## src/rtl/imem_loader.sv

```systemverilog
// imem_loader: boot-time writer for the CORE instruction memory.
// Takes a byte stream (first byte = word count N), packs bytes little-endian
// into IW-bit words, writes them to addresses 0..N-1 and then releases the
// CORE by raising start. A bad header parks the block in ERR until reset.
module imem_loader #(
    parameter int IMW = 4,
    parameter int IW  = 32
) (
    input  logic           clk,
    input  logic           rst,
    input  logic           in_valid,
    input  logic [7:0]     in_data,
    output logic           in_ready,
    output logic           im_we,
    output logic [IMW-1:0] im_addr,
    output logic [IW-1:0]  im_wdata,
    output logic           start,
    output logic           busy,
    output logic           err,
    output logic [IMW:0]   words_loaded
);

    localparam int BPW   = IW / 8;
    localparam int BCW   = (BPW > 1) ? $clog2(BPW) : 1;
    localparam int DEPTH = 1 << IMW;

    localparam logic [1:0] ST_HDR  = 2'd0;
    localparam logic [1:0] ST_LOAD = 2'd1;
    localparam logic [1:0] ST_DONE = 2'd2;
    localparam logic [1:0] ST_ERR  = 2'd3;

    localparam logic [BCW-1:0] LAST_BYTE = BCW'(BPW - 1);
    localparam logic [BCW-1:0] BC_ZERO   = BCW'(0);
    localparam logic [BCW-1:0] BC_ONE    = BCW'(1);
    localparam logic [IMW:0]   WL_ONE    = (IMW+1)'(1);

    logic [1:0]     state_r;
    logic [1:0]     state_nxt_s;
    logic [BCW-1:0] byte_cnt_r;
    logic [IW-1:0]  word_buf_r;
    logic [IW-1:0]  word_next_s;
    logic [IMW:0]   n_r;
    logic           accept_s;
    logic           hdr_ok_s;
    logic           word_done_s;
    logic           last_word_s;
    logic           in_ready_s;

    logic           im_we_r;
    logic [IMW-1:0] im_addr_r;
    logic [IW-1:0]  im_wdata_r;
    logic           start_r;
    logic           busy_r;
    logic           err_r;
    logic [IMW:0]   words_loaded_r;

    // Handshake and per-byte decode; in_ready depends on state only.
    always_comb begin
        in_ready_s  = (state_r == ST_HDR) || (state_r == ST_LOAD);
        accept_s    = in_valid && in_ready_s;
        hdr_ok_s    = (in_data != 8'd0) && ({24'd0, in_data} <= 32'(DEPTH));
        word_done_s = (byte_cnt_r == LAST_BYTE);
        last_word_s = ((words_loaded_r + WL_ONE) == n_r);
    end

    // Insert the incoming byte into its little-endian lane of the partial word.
    always_comb begin
        word_next_s = word_buf_r;
        word_next_s[8*byte_cnt_r +: 8] = in_data;
    end

    // Next-state logic: header check, word counting, terminal DONE/ERR.
    always_comb begin
        state_nxt_s = state_r;
        case (state_r)
            ST_HDR: begin
                if (accept_s) begin
                    state_nxt_s = hdr_ok_s ? ST_LOAD : ST_ERR;
                end else begin
                    state_nxt_s = ST_HDR;
                end
            end
            ST_LOAD: begin
                if (accept_s && word_done_s && last_word_s) begin
                    state_nxt_s = ST_DONE;
                end else begin
                    state_nxt_s = ST_LOAD;
                end
            end
            ST_DONE: state_nxt_s = ST_DONE;
            ST_ERR:  state_nxt_s = ST_ERR;
            default: state_nxt_s = ST_ERR;
        endcase
    end

    // State, byte assembly and registered memory-write / status outputs.
    always_ff @(posedge clk) begin
        if (rst) begin
            state_r        <= ST_HDR;
            byte_cnt_r     <= BC_ZERO;
            word_buf_r     <= {IW{1'b0}};
            n_r            <= {(IMW+1){1'b0}};
            im_we_r        <= 1'b0;
            im_addr_r      <= {IMW{1'b0}};
            im_wdata_r     <= {IW{1'b0}};
            start_r        <= 1'b0;
            busy_r         <= 1'b0;
            err_r          <= 1'b0;
            words_loaded_r <= {(IMW+1){1'b0}};
        end else begin
            state_r <= state_nxt_s;
            busy_r  <= (state_nxt_s == ST_LOAD);
            err_r   <= (state_nxt_s == ST_ERR);
            // start lags DONE by one cycle so it follows the final write pulse.
            start_r <= (state_r == ST_DONE);
            im_we_r <= 1'b0;

            if (accept_s && (state_r == ST_HDR) && hdr_ok_s) begin
                n_r <= (IMW+1)'(in_data);
            end

            if (accept_s && (state_r == ST_LOAD)) begin
                if (word_done_s) begin
                    byte_cnt_r     <= BC_ZERO;
                    word_buf_r     <= {IW{1'b0}};
                    im_we_r        <= 1'b1;
                    im_addr_r      <= words_loaded_r[IMW-1:0];
                    im_wdata_r     <= word_next_s;
                    words_loaded_r <= words_loaded_r + WL_ONE;
                end else begin
                    byte_cnt_r <= byte_cnt_r + BC_ONE;
                    word_buf_r <= word_next_s;
                end
            end
        end
    end

    assign in_ready     = in_ready_s;
    assign im_we        = im_we_r;
    assign im_addr      = im_addr_r;
    assign im_wdata     = im_wdata_r;
    assign start        = start_r;
    assign busy         = busy_r;
    assign err          = err_r;
    assign words_loaded = words_loaded_r;

endmodule

```

## config.mk

```make
export PLATFORM = sky130hd
export DESIGN_NAME = imem_loader
export DESIGN_NICKNAME = d
export VERILOG_FILES = /design/src/rtl/imem_loader.sv
export SDC_FILE = /design/constraint.sdc
export NUM_CORES = 1
export LEC_CHECK = 0
export BUFFER_PORTS_ARGS = -buffer_cell sky130_fd_sc_hd__buf_4
export CAP_MARGIN = 5
export CORE_MARGIN = 4
export CORE_UTILIZATION = 42
export CTS_CLUSTER_DIAMETER = 200
export DETAILED_ROUTE_END_ITERATION = 6
export SLEW_MARGIN = 20
export SYNTH_ARGS = -nofsm -noshare
export SYNTH_HDL_FRONTEND = slang
export SYNTH_SLANG_ARGS = --single-unit
```

## constraint.sdc

```tcl
create_clock -name clk -period 1.85 [get_ports clk]
set_input_delay 0 -clock clk [delete_from_list [all_inputs] [get_ports clk]]
set_output_delay 0 -clock clk [all_outputs]
set_load 0.02 [all_outputs]
```

; Word level (Yosys, flattened, before mapping)
; Cells that the tools add are included.
[word_totals]
reg_bits = 86
inputBits = 11
[classes]
addsub = 3
n_lt_le_gt_ge = 1
eq_ne = 7
shifts = 2
muxes = 8
bitwise_logic = 1
reduce_logical = 12
[op_table]
columns = cell, count
row1 = $neg A5 Y34, 1
row2 = $shift A8 B34 Y32 const A, 1
row3 = $shiftx A8 B34 Y32, 1
row4 = $bwmux W32, 1
row5 = $mux W32, 1
row6 = $eq A2 B2 Y1 const B, 4
row7 = $le A8 B5 Y1 const B, 1
row8 = $mux W2, 4
row9 = $pmux W2 S4, 1
row10 = $reduce_bool A8 Y1, 1
row11 = $logic_and A1 B1 Y1, 7
row12 = $add A5 B1 Y5 const B, 1
row13 = $eq A5 B5 Y1, 1
row14 = $eq A2 B1 Y1 const B, 2
row15 = $add A2 B1 Y2 const B, 1
row16 = $logic_not A2 Y1, 1
row17 = $reduce_and A2 Y1, 1
row18 = $reduce_or A2 Y1, 1
row19 = $logic_or A1 B1 Y1, 1
row20 = $mux W1, 1
row21 = $not A1 Y1, 1

; Depth between registers and ports, before layout
; Gate-level depths: netlist of run 1.
[logic_depth]
word_depth = 8
depth_mapped = 7

; Least setup slack after synthesis of run 1
; OpenSTA, ideal clock, no wires.
[synth_path]
kind = reg2reg
start = register byte_cnt_r[0]
end = register word_buf_r[0]
setup_time_ns = 0.065
arrival_ns = 1.862
setup_slack_ns = -0.077
stages_incl_launch_ff = 8
n_path_buf = 1
synth_period_minus_slack_ns = 1.927
cell_sequence = dfxtp_1 inv_1 ha_1 nor4bb_1 clkbuf_1 a22oi_1 o31a_1 nor2_1
[synth_between]
elab_chain_len = 4
elab_cells_between_ends = 6
[synth_rtl]
columns = element, line
row1 = start: declaration, 39  ; logic [BCW-1:0] byte_cnt_r;
row2 = start signal: assignment, 131  ; byte_cnt_r <= byte_cnt_r + BC_ONE;
row3 = $neg A5 Y34, 69  ; word_next_s[8*byte_cnt_r +: 8] = in_data;
row4 = $shiftx A8 B34 Y32 / $shift A8 B34 Y32 (equally long branches), 69
row5 = $bwmux W32, 69
row6 = $mux W32 *, 123  ; if (word_done_s) begin
row7 = end signal: assignment, 101  ; word_buf_r <= {IW{1'b0}};
row8 = end signal: assignment, 125  ; word_buf_r <= {IW{1'b0}};
row9 = end signal: assignment, 132  ; word_buf_r <= word_next_s;
row10 = end: declaration, 40  ; logic [IW-1:0] word_buf_r;
; Every way passes the cells marked *; elsewhere a longest branch is shown, timed or not.
; A chain may end at the register's enable or synchronous reset.

; Worst setup path in the final report of run 1
[layout_path]
start = register words_loaded_r[0] (netlist: words_loaded[0])
end = register state_r[1]
[layout_between]
elab_chain_len = 5
[layout_rtl]
columns = element, line
row1 = start: declaration, 55  ; logic [IMW:0] words_loaded_r;
row2 = start signal: assignment, 109  ; words_loaded_r <= {(IMW+1){1'b0}};
row3 = start signal: assignment, 129  ; words_loaded_r <= words_loaded_r + WL_ONE;
row4 = $add A5 B1 Y5, 63  ; last_word_s = ((words_loaded_r + WL_ONE) == n_r);
row5 = $eq A5 B5 Y1, 63
row6 = $logic_and A1 B1 Y1, 84  ; if (accept_s && word_done_s && last_word_s) begin
row7 = $mux W2, 84
row8 = $pmux W2 S4, 75  ; case (state_r)
row9 = end signal: assignment, 111  ; state_r <= state_nxt_s;
row10 = end: declaration, 37  ; logic [1:0] state_r;
; No other way between the ends.

==> results.toml, run 1 <==
[clock_network]
cts.sinks = 86
tritoncts = "yes"
cts_buffers = 9
cts_root_buf = "clkbuf_8"
cts.path.max_buffers = 2
clk_pin_slew_worst_paths_ns = 0.08
htreeDepth = 3
cts_setup_buffers = 0
insertion_delay_ns = 0.35

[timing]
fin_crit_ns = 1.74
grt_setup_unrepaired = "false"
worst_pin_slew_ns = 0.621
finalMaxSlewViolations = 0
skew_ns = 0.00903
setup_viol = 0
totalNegativeSetupSlack_ns = 0
clock.fmax_mhz = 575
hold_slack_ns = 0.111
finalCritPeriodShare = 0.941
relSlewSlack = 0.585
finalHoldViolCount = 0

[setup_path]
worstPathMaxFanout = 4
cp.required_ns = 2.14
setup.worst_path.start_class = "flop"
crit_arrival_ns = 2.03
end_kind = "flop"
worstSetupPathType = "reg2reg"

[drt]
dr_wl_met2_um = 4140
drt_wl_total_um = 8950
first_pass_iters = 5
vias = 3192
drtIter0Drc = 133
highest_layer = "met4"
wl_per_cell_um = 15.3
drc = 0
wl_met1_um = 4240
antenna_left = 0
routed-wl-met3_um = 393
vias_per_cell = 5.45

[synth]
synth_top_area_frac = 0.481
syn_area_sq_mm = 0.00358
synth-async-reset-ratio = 0
yosysTopAreaCell = "dfxtp_1"
yosysWarnings = 0
syn_nets = 434
synth-edff-count = 0
synth_flop_cell = "dfxtp_1"
syn_inst = 416
ys_seq_area_frac = 0.481
syn_avg_cell_area_sq_um = 8.61
ys_seq_elements = 86
ys_top_cells_by_area = "dfxtp_1 (48%), nand2_1 (8.1%), a22o_1 (7.1%)"
synth_cell_types = 35

[placed_design]
portBuffers = 56
placed_cell_area_sq_mm = 0.00417
dp.final_hpwl_um = 5960
dpl.cell_count = 567
gp_congestion = 0.759

[global_route]
grt_use_total = 0.185
overflow = 0
grt_antenna_before_repair = 0
grt_pass1_wl_um = 14900
grt_pass1_vias = 3018
grt_max_degree = 50

[floorplanning]
die_area_sq_mm = 0.0101
initial_core_util = 0.433
num_io_pins = 57
core-area_sq_mm = 0.00826
die_height_um = 100
die_x_um = 100
rows = 33

[job]
max_cap_violations = 0

[power]
peakVddDrop_uv = 332
p_per_area_mw_per_mm2 = 766
power_leakage_nw = 1.72

[outcome]
status = "complete, no violations"

[finish]
layout_common_cells = "dfxtp_1 (85), buf_4 (78), nand2_1 (77)"
antenna_cells = 0
drive_above_1_share = 0.204
final_util = 0.537
syn2layout_area_growth_pct = 23.8
stdcell_count = 586
mostFrequentLayoutCell = "dfxtp_1"
nets = 497
stdcell_area_sq_mm = 0.00443
fill_cells = 819

[worst_hold_path]
min-delay-path-class = "in2reg"
[where the power goes]
| part | total [mW] | internal (mW) | switching, mW | leakage (nW) |
|---|---|---|---|---|
| Sequential | 1.88 | 1.87 | 0.0120 | 0.694 |
| Clock | 1.25 | 0.638 | 0.612 | 0.0911 |
| Combinational | 0.267 | 0.0994 | 0.168 | 0.936 |
[what timing repair did]
item / in CTS / in global routing
hold buffers: 6 / 0
gates resized for setup: 0 / 6
hold endpoints to repair: 6 / 0
setup endpoints to repair: 0 / 33
[sequential cells by signal, summed over array words and instances (netlist names)]
name and count:
n_r 5, im_addr 4, im_wdata 32, busy 1, im_we 1, word_buf_r 32, err 1, words_loaded 5
state_r 2, byte_cnt_r 2, start 1
[layout make-up]
class / count / area (sq um) / area share
flip-flops and latches: 86 / 1720 / 0.389
multi-input cells: 289 / 1720 / 0.388
repair buffers: 84 / 646 / 0.146
clock buffers: 11 / 141 / 0.0319
well taps: 105 / 131 / 0.0296
clock inverters: 2 / 35.0 / 0.00791
inverters: 9 / 33.8 / 0.00762
[cells by family (layout without fill, tap and decap cells)]
logic type	count (synthesis)	after routing	synth area share
and+or+nand+nor	152	152	0.191
AOI/OAI and AO/OA	118	118	0.226
DFF	86	86	0.481
buffers and inverters	41	106	0.0465
xor gates and xnor gates	9	9	0.0220
adders and majority gates	7	7	0.0245
muxes	3	3	0.00874
[critical path, stage by stage (launching register included)]
cell and delay (ns):
dfxtp_1 0.32, ha_1 0.24, or4b_1 0.58, a311oi_4 0.36, o31a_1 0.18
[synth_stat cells (4+ instances only)]
library cell,number
dfxtp_1,86
buf_2,7
a22o_1,29
clkbuf_1,24
a21oi_1,44
xnor2_1,4
nor2_1,41
ha_1,7
a22oi_1,32
nand3_1,7
inv_1,9
xor2_1,5
nand2_1,77
o21ai_0,6
[metal layers]
metal	vias to the layer above	GRT usage
met1	1529	0.250
met3	14	0.0327
li1	1577	-
met5	-	0
met4	0	0.0725
met2	72	0.292
[path summary, 6_finish.rpt]
kind	start	end	slack, ns	depth (start not counted)
max reg2reg	words_loaded[0]	state_r[1]	0.11	4
min	in_data[6]	word_buf_r[6]	0.11	4
max	words_loaded[0]	state_r[1]	0.11	4
min reg2reg	im_wdata[8]	im_wdata[8]	0.46	2
[metrics by stage]
step	power (mW)	setup WS [ns]
after floorplan	2.07	0.0540
after CTS	3.42	0.0591
after detailed placement	2.17	0.0849
after global routing	3.55	0.0198
after global placement	2.17	0.139
final	3.40	0.110
Note: power is estimated with default switching activity, not from simulation.
==> inputs of run 2 (changes only) <==
==> constraint.sdc (replaced) <==
create_clock -name clk -period 1.47 [get_ports clk]
set_input_delay 0.147 -clock clk [delete_from_list [all_inputs] [get_ports clk]]
set_output_delay 0.147 -clock clk [all_outputs]
set_load 0.02 [all_outputs]
==> run 2 against run 1 <==
Compared with the run above:
- the run now ends with setup timing left
- sequential power grew 26%
- sequential share of layout area down 2.9 points
- routed wire length up 5.9%
- setup slack lost 0.25 ns
- flip-flop and latch count unchanged
- clock skew grew 0.0049 ns
- core utilization increased by 4.7 points
- critical path type unchanged
- critical endpoint is now busy
==> results.toml, run 2 (synthesis gave the netlist of run 1 again) <==
[drt]
drt_wl_total_um = 9480
drc = 0
vias_per_cell = 5.34
first_pass_iters = 4
drtIter0Drc = 125
antenna_left = 0
vias = 3248
wl_per_cell_um = 15.6

[timing]
hold_slack_ns = 0.128
grt_setup_unrepaired = "true"
relSlewSlack = 0.632
fin_crit_ns = 1.61
worst_pin_slew_ns = 0.552
totalNegativeSetupSlack_ns = -5.32
finalMaxSlewViolations = 0
skew_ns = 0.0139
clock.fmax_mhz = 620
setup_ws_ns = -0.142
finalCritPeriodShare = 1.10
finalHoldViolCount = 0
setup_viol = 67

[outcome]
status = "finished, violations left"
failed_checks = "setup timing"

[setup_path]
critPathMaxStageDelay_ns = 0.37
worstSetupPathType = "reg2reg"
worstPathMaxFanout = 5
slowest_stage = "dfxtp_4"
crit_chain = "or3b_1, a211o_1, a311oi_2, buf_4, nor4_1"
cp.required_ns = 1.68
end_kind = "flop"
crit_arrival_ns = 1.82
setup.worst_path.start_class = "flop"
critical_path.top_delay_family = "compound AO/OA/AOI/OAI gates"
path_buf_inv = 1

[floorplanning]
die_x_um = 100
num_io_pins = 57
core-area_sq_mm = 0.00826
die_height_um = 100
die_area_sq_mm = 0.0101
rows = 33
initial_core_util = 0.433

[global_route]
grt_antenna_before_repair = 0
grt_max_degree = 48
overflow = 0
grt_pass1_wl_um = 15400
grt_use_total = 0.191
grt_pass1_vias = 3144

[clock_network]
cts_root_buf = "clkbuf_8"
cts_buffers = 9
tritoncts = "yes"
htreeDepth = 3
cts.sinks = 86
hold_buffers = 0
clk_pin_slew_worst_paths_ns = 0.09
cts.path.max_buffers = 2
insertion_delay_ns = 0.35

[finish]
stdcell_count = 608
syn2layout_area_growth_pct = 34.7
stdcell_area_sq_mm = 0.00482
mostFrequentLayoutCell = "buf_4"
drive_above_1_share = 0.324
antenna_cells = 0
layout_common_cells = "buf_4 (96), dfxtp_1 (81), nand2_1 (74)"
final_util = 0.584
fill_cells = 787
nets = 516

[power]
finalPower_mw = 4.35
p_per_area_mw_per_mm2 = 901
peakVddDrop_uv = 599
power_leakage_nw = 1.86

[placed_design]
dp.final_hpwl_um = 6370
dpl.cell_count = 590
gp_congestion = 0.797
placed_cell_area_sq_mm = 0.00440
pre_cts_ws_ns = -0.160
portBuffers = 56

[job]
max_cap_violations = 0

[worst_hold_path]
min-delay-path-class = "in2reg"
run 2: changes by cell type in the layout (fill, tap and decap cells not counted), sizes merged:
cell	before	now
clkbuf	11	12
clkinv	1	3
dlygate4sd3	6	0
bufinv	1	0
buf	78	103
clkinvlp	0	1
run 2: tightest hold or removal path, delay by kind of cell:
family / cells / cell delay [ns]
buffers and inverters: 1 / 0.14
AND/OR/NAND/NOR: 1 / 0.08
AO/OA/AOI/OAI: 1 / 0.06
run 2: worst paths after layout:
check	startpoint	to	depth (start not counted)	slack, ns
setup / recovery	words_loaded[2]	busy	5	-0.14
hold / removal	in_valid	err	3	0.13
setup reg to reg	words_loaded[2]	busy	5	-0.14
hold reg to reg	im_wdata[25]	im_wdata[25]	2	0.46
run 2: area by class of cell:
class                   count  area (sq um)  area share
repair buffers            103           817       0.169
flip-flops and latches     86          1740       0.360
inverters                   9          43.8     0.00908
multi-input cells         289          1910       0.396
clock inverters             4          30.0     0.00623
clock buffers              12           156      0.0324
well taps                 105           131      0.0272
run 2: metal layers:
layer  wire (um)  track usage
met1        4210        0.257
met2        4620        0.311
met3         615       0.0389
met4          38       0.0560
met5           0            0
run 2: timing repair:
item                       in CTS  in global routing
pin swaps                      28                 25
setup endpoints to repair      71                 77
resized for setup              17                 33
setup buffers                   2                  3
run 2: power breakdown:
part / internal, mW / leakage, nW / switching [mW] / total (mW)
combinational: 0.177 / 1.07 / 0.247 / 0.424
sequential: 2.34 / 0.697 / 0.0146 / 2.36
clock: 0.722 / 0.0917 / 0.842 / 1.56
total: 3.24 / 1.86 / 1.10 / 4.35
==> inputs of run 3 (changes only) <==
--- a/config.mk
+++ b/config.mk
@@ -5,12 +5,13 @@
 export SDC_FILE = /design/constraint.sdc
 export NUM_CORES = 1
 export LEC_CHECK = 0
-export BUFFER_PORTS_ARGS = -buffer_cell sky130_fd_sc_hd__buf_4
 export CAP_MARGIN = 5
 export CORE_MARGIN = 4
-export CORE_UTILIZATION = 42
+export CORE_UTILIZATION = 30
+export CTS_BUF_LIST = sky130_fd_sc_hd__clkbuf_4 sky130_fd_sc_hd__clkbuf_8
 export CTS_CLUSTER_DIAMETER = 200
 export DETAILED_ROUTE_END_ITERATION = 6
+export DONT_BUFFER_PORTS = 1
 export SLEW_MARGIN = 20
 export SYNTH_ARGS = -nofsm -noshare
 export SYNTH_HDL_FRONTEND = slang
==> run 3 against run 2 <==
Compared with the run above:
- the run ends with hold timing, setup timing left
- via count fell by 4.8%
- cell area fell by 9.4%
- sequential power is essentially flat
- cell count is 4.3% lower
- total power up 3.0%
- count of clock-buffer cells in the layout down 1
- flip-flop and latch count is the same
- sequential share of layout area up 3.7 points
- critical path type unchanged
==> results.toml, run 3 (synthesis gave the netlist of run 1 again) <==
[timing]
finalCritPeriodShare = 1.09
setup_viol = 61
totalNegativeSetupSlack_ns = -3.82
skew_ns = 0.0114
grt_setup_unrepaired = "true"
finalHoldViolCount = 85
hold_slack_ns = -0.151
fin_crit_ns = 1.61
worst_pin_slew_ns = 0.371
finalMaxSlewViolations = 0
clock.fmax_mhz = 622
setup_ws_ns = -0.138
relSlewSlack = 0.749

[setup_path]
crit_path_start = "byte_cnt_r[0]"
worstReg2RegStart = "byte_cnt_r[0]"
end_kind = "flop"
slowest_stage = "dfxtp_4"
critPathMaxStageDelay_ns = 0.38
worstPathMaxFanout = 8
crit_chain = "inv_4, ha_4, nor4bb_1, buf_4, a22oi_2, o31a_1, nor2_1"
r2r_end = "word_buf_r[0]"
cp.required_ns = 1.77
reg2reg_depth = 7
worstSetupPathType = "reg2reg"
setup.worst_path.start_class = "flop"
crit_arrival_ns = 1.91
reg2reg_slack_ns = -0.14

[finish]
syn2layout_area_growth_pct = 22.0
mostFrequentLayoutCell = "dfxtp_1"
drive_above_1_share = 0.219
antenna_cells = 0
nets = 452
layout_common_cells = "dfxtp_1 (81), nand2_1 (76), nor2_1 (40)"
stdcell_area_sq_mm = 0.00437

[worst_hold_path]
min_to = "im_wdata[18]"
hold_depth = 1
min-delay-path-class = "in2reg"
worstHoldStart = "rst"

[outcome]
failed_checks = "hold timing, setup timing"
status = "finished, violations left"

[drt]
drt_wl_total_um = 9580
drc = 0
vias_per_cell = 5.31
antenna_left = 0
wl_per_cell_um = 16.5
vias = 3092
first_pass_iters = 4
drtIter0Drc = 201

[power]
switchingPower_mw = 1.01
clock_power_share = 0.413
power_leakage_nw = 1.52
peakVddDrop_uv = 498
pwr-share-comb = 0.058
p_per_area_mw_per_mm2 = 1030
power.internal_mw = 3.46
finalPower_mw = 4.48
p_sw_frac = 0.227
seq_power_share = 0.529

[clock_network]
cts.sinks = 86
clk_pin_slew_worst_paths_ns = 0.09
tritoncts = "yes"
cts_root_buf = "clkbuf_8"
htreeDepth = 3
insertion_delay_ns = 0.36
hold_buffers = 1
cts_buffers = 9
cts.path.max_buffers = 2

[placed_design]
portBuffers = 0
dp.final_hpwl_um = 6390
gp_congestion = 0.837
placed_cell_area_sq_mm = 0.00393
pre_cts_ws_ns = -0.134

[global_route]
grt_max_degree = 87
grt_use_total = 0.141
grt_antenna_before_repair = 0
overflow = 0
grt_pass1_vias = 3045
grt_pass1_wl_um = 15400

[floorplanning]
rows = 39
core-area_sq_mm = 0.0116
die_x_um = 117
initial_core_util = 0.310
die_height_um = 117
die_area_sq_mm = 0.0137
num_io_pins = 57

[job]
max_cap_violations = 0
[run 3: changes by cell type in the layout (fill, tap and decap cells not counted), sizes merged]
cell / previous run / this run
clkinvlp: 1 / 2
dlygate4sd3: 0 / 1
bufinv: 0 / 2
clkbuf: 12 / 11
buf: 103 / 38
clkinv: 3 / 1
[run 3: area by class of cell]
| class | instances | area (sq um) |
|---|---|---|
| Fill cell | 1153 | 7200 |
| Multi-Input combinational cell | 289 | 1860 |
| Sequential cell | 86 | 1730 |
| Timing Repair Buffer | 39 | 334 |
| Tap cell | 143 | 179 |
| Clock buffer | 11 | 139 |
| Clock inverter | 5 | 82.6 |
| Inverter | 9 | 40.0 |
[run 3: worst max path at each step]
stage               endpoint  slack [ns]  cells past startpoint
6_report       word_buf_r[0]       -0.14                      7
3_5_place_dp    im_wdata[19]       -0.13                      7
4_1_cts           state_r[1]       -0.11                      4
3_3_place_gp    im_wdata[16]       -0.16                      6
2_1_floorplan     state_r[1]       -0.15                      5
5_1_grt          im_wdata[6]       -0.19                      7
[run 3: what timing repair did]
| item | in CTS | in global routing |
|---|---|---|
| gates resized for setup | 11 | 30 |
| hold endpoints to repair | 86 | 85 |
| setup buffers | 3 | 1 |
| pin swaps | 16 | 19 |
| endpoints found under the setup margin | 74 | 77 |
[run 3: power by group through the flow]
stage	clock (mW)	sequential, mW	combinational [mW]
6_report	1.85	2.37	0.258
5_1_grt	1.99	2.37	0.283
4_1_cts	1.89	2.37	0.244
3_5_place_dp	0	2.42	0.231
3_3_place_gp	0	2.42	0.225
2_1_floorplan	0	2.42	0.193
[run 3: per-layer routing]
layer | GRT usage | vias up | wire length, um | share of wire
met5 | 0 | - | 0 | 0
met4 | 0.0550 | 0 | 114 | 0.012
met3 | 0.0478 | 9 | 891 | 0.093
met2 | 0.215 | 80 | 4380 | 0.46
met1 | 0.183 | 1505 | 4190 | 0.44
li1 | - | 1498 | - | -
[run 3: critical path, delay by kind of cell (launching register included)]
| kind | cells | cell delay, ns |
|---|---|---|
| DFF | 1 | 0.38 |
| buffers and inverters | 2 | 0.26 |
| and+or+nand+nor | 2 | 0.35 |
| AOI/OAI and AO/OA | 2 | 0.31 |
| adders and majority gates | 1 | 0.26 |
[run 3: through the flow]
stage	utilization	instances
after CTS	0.366	581
after global routing	0.378	582
after detailed placement	0.340	561
after global placement	0.340	561
final	0.378	582
after floorplan	-	416
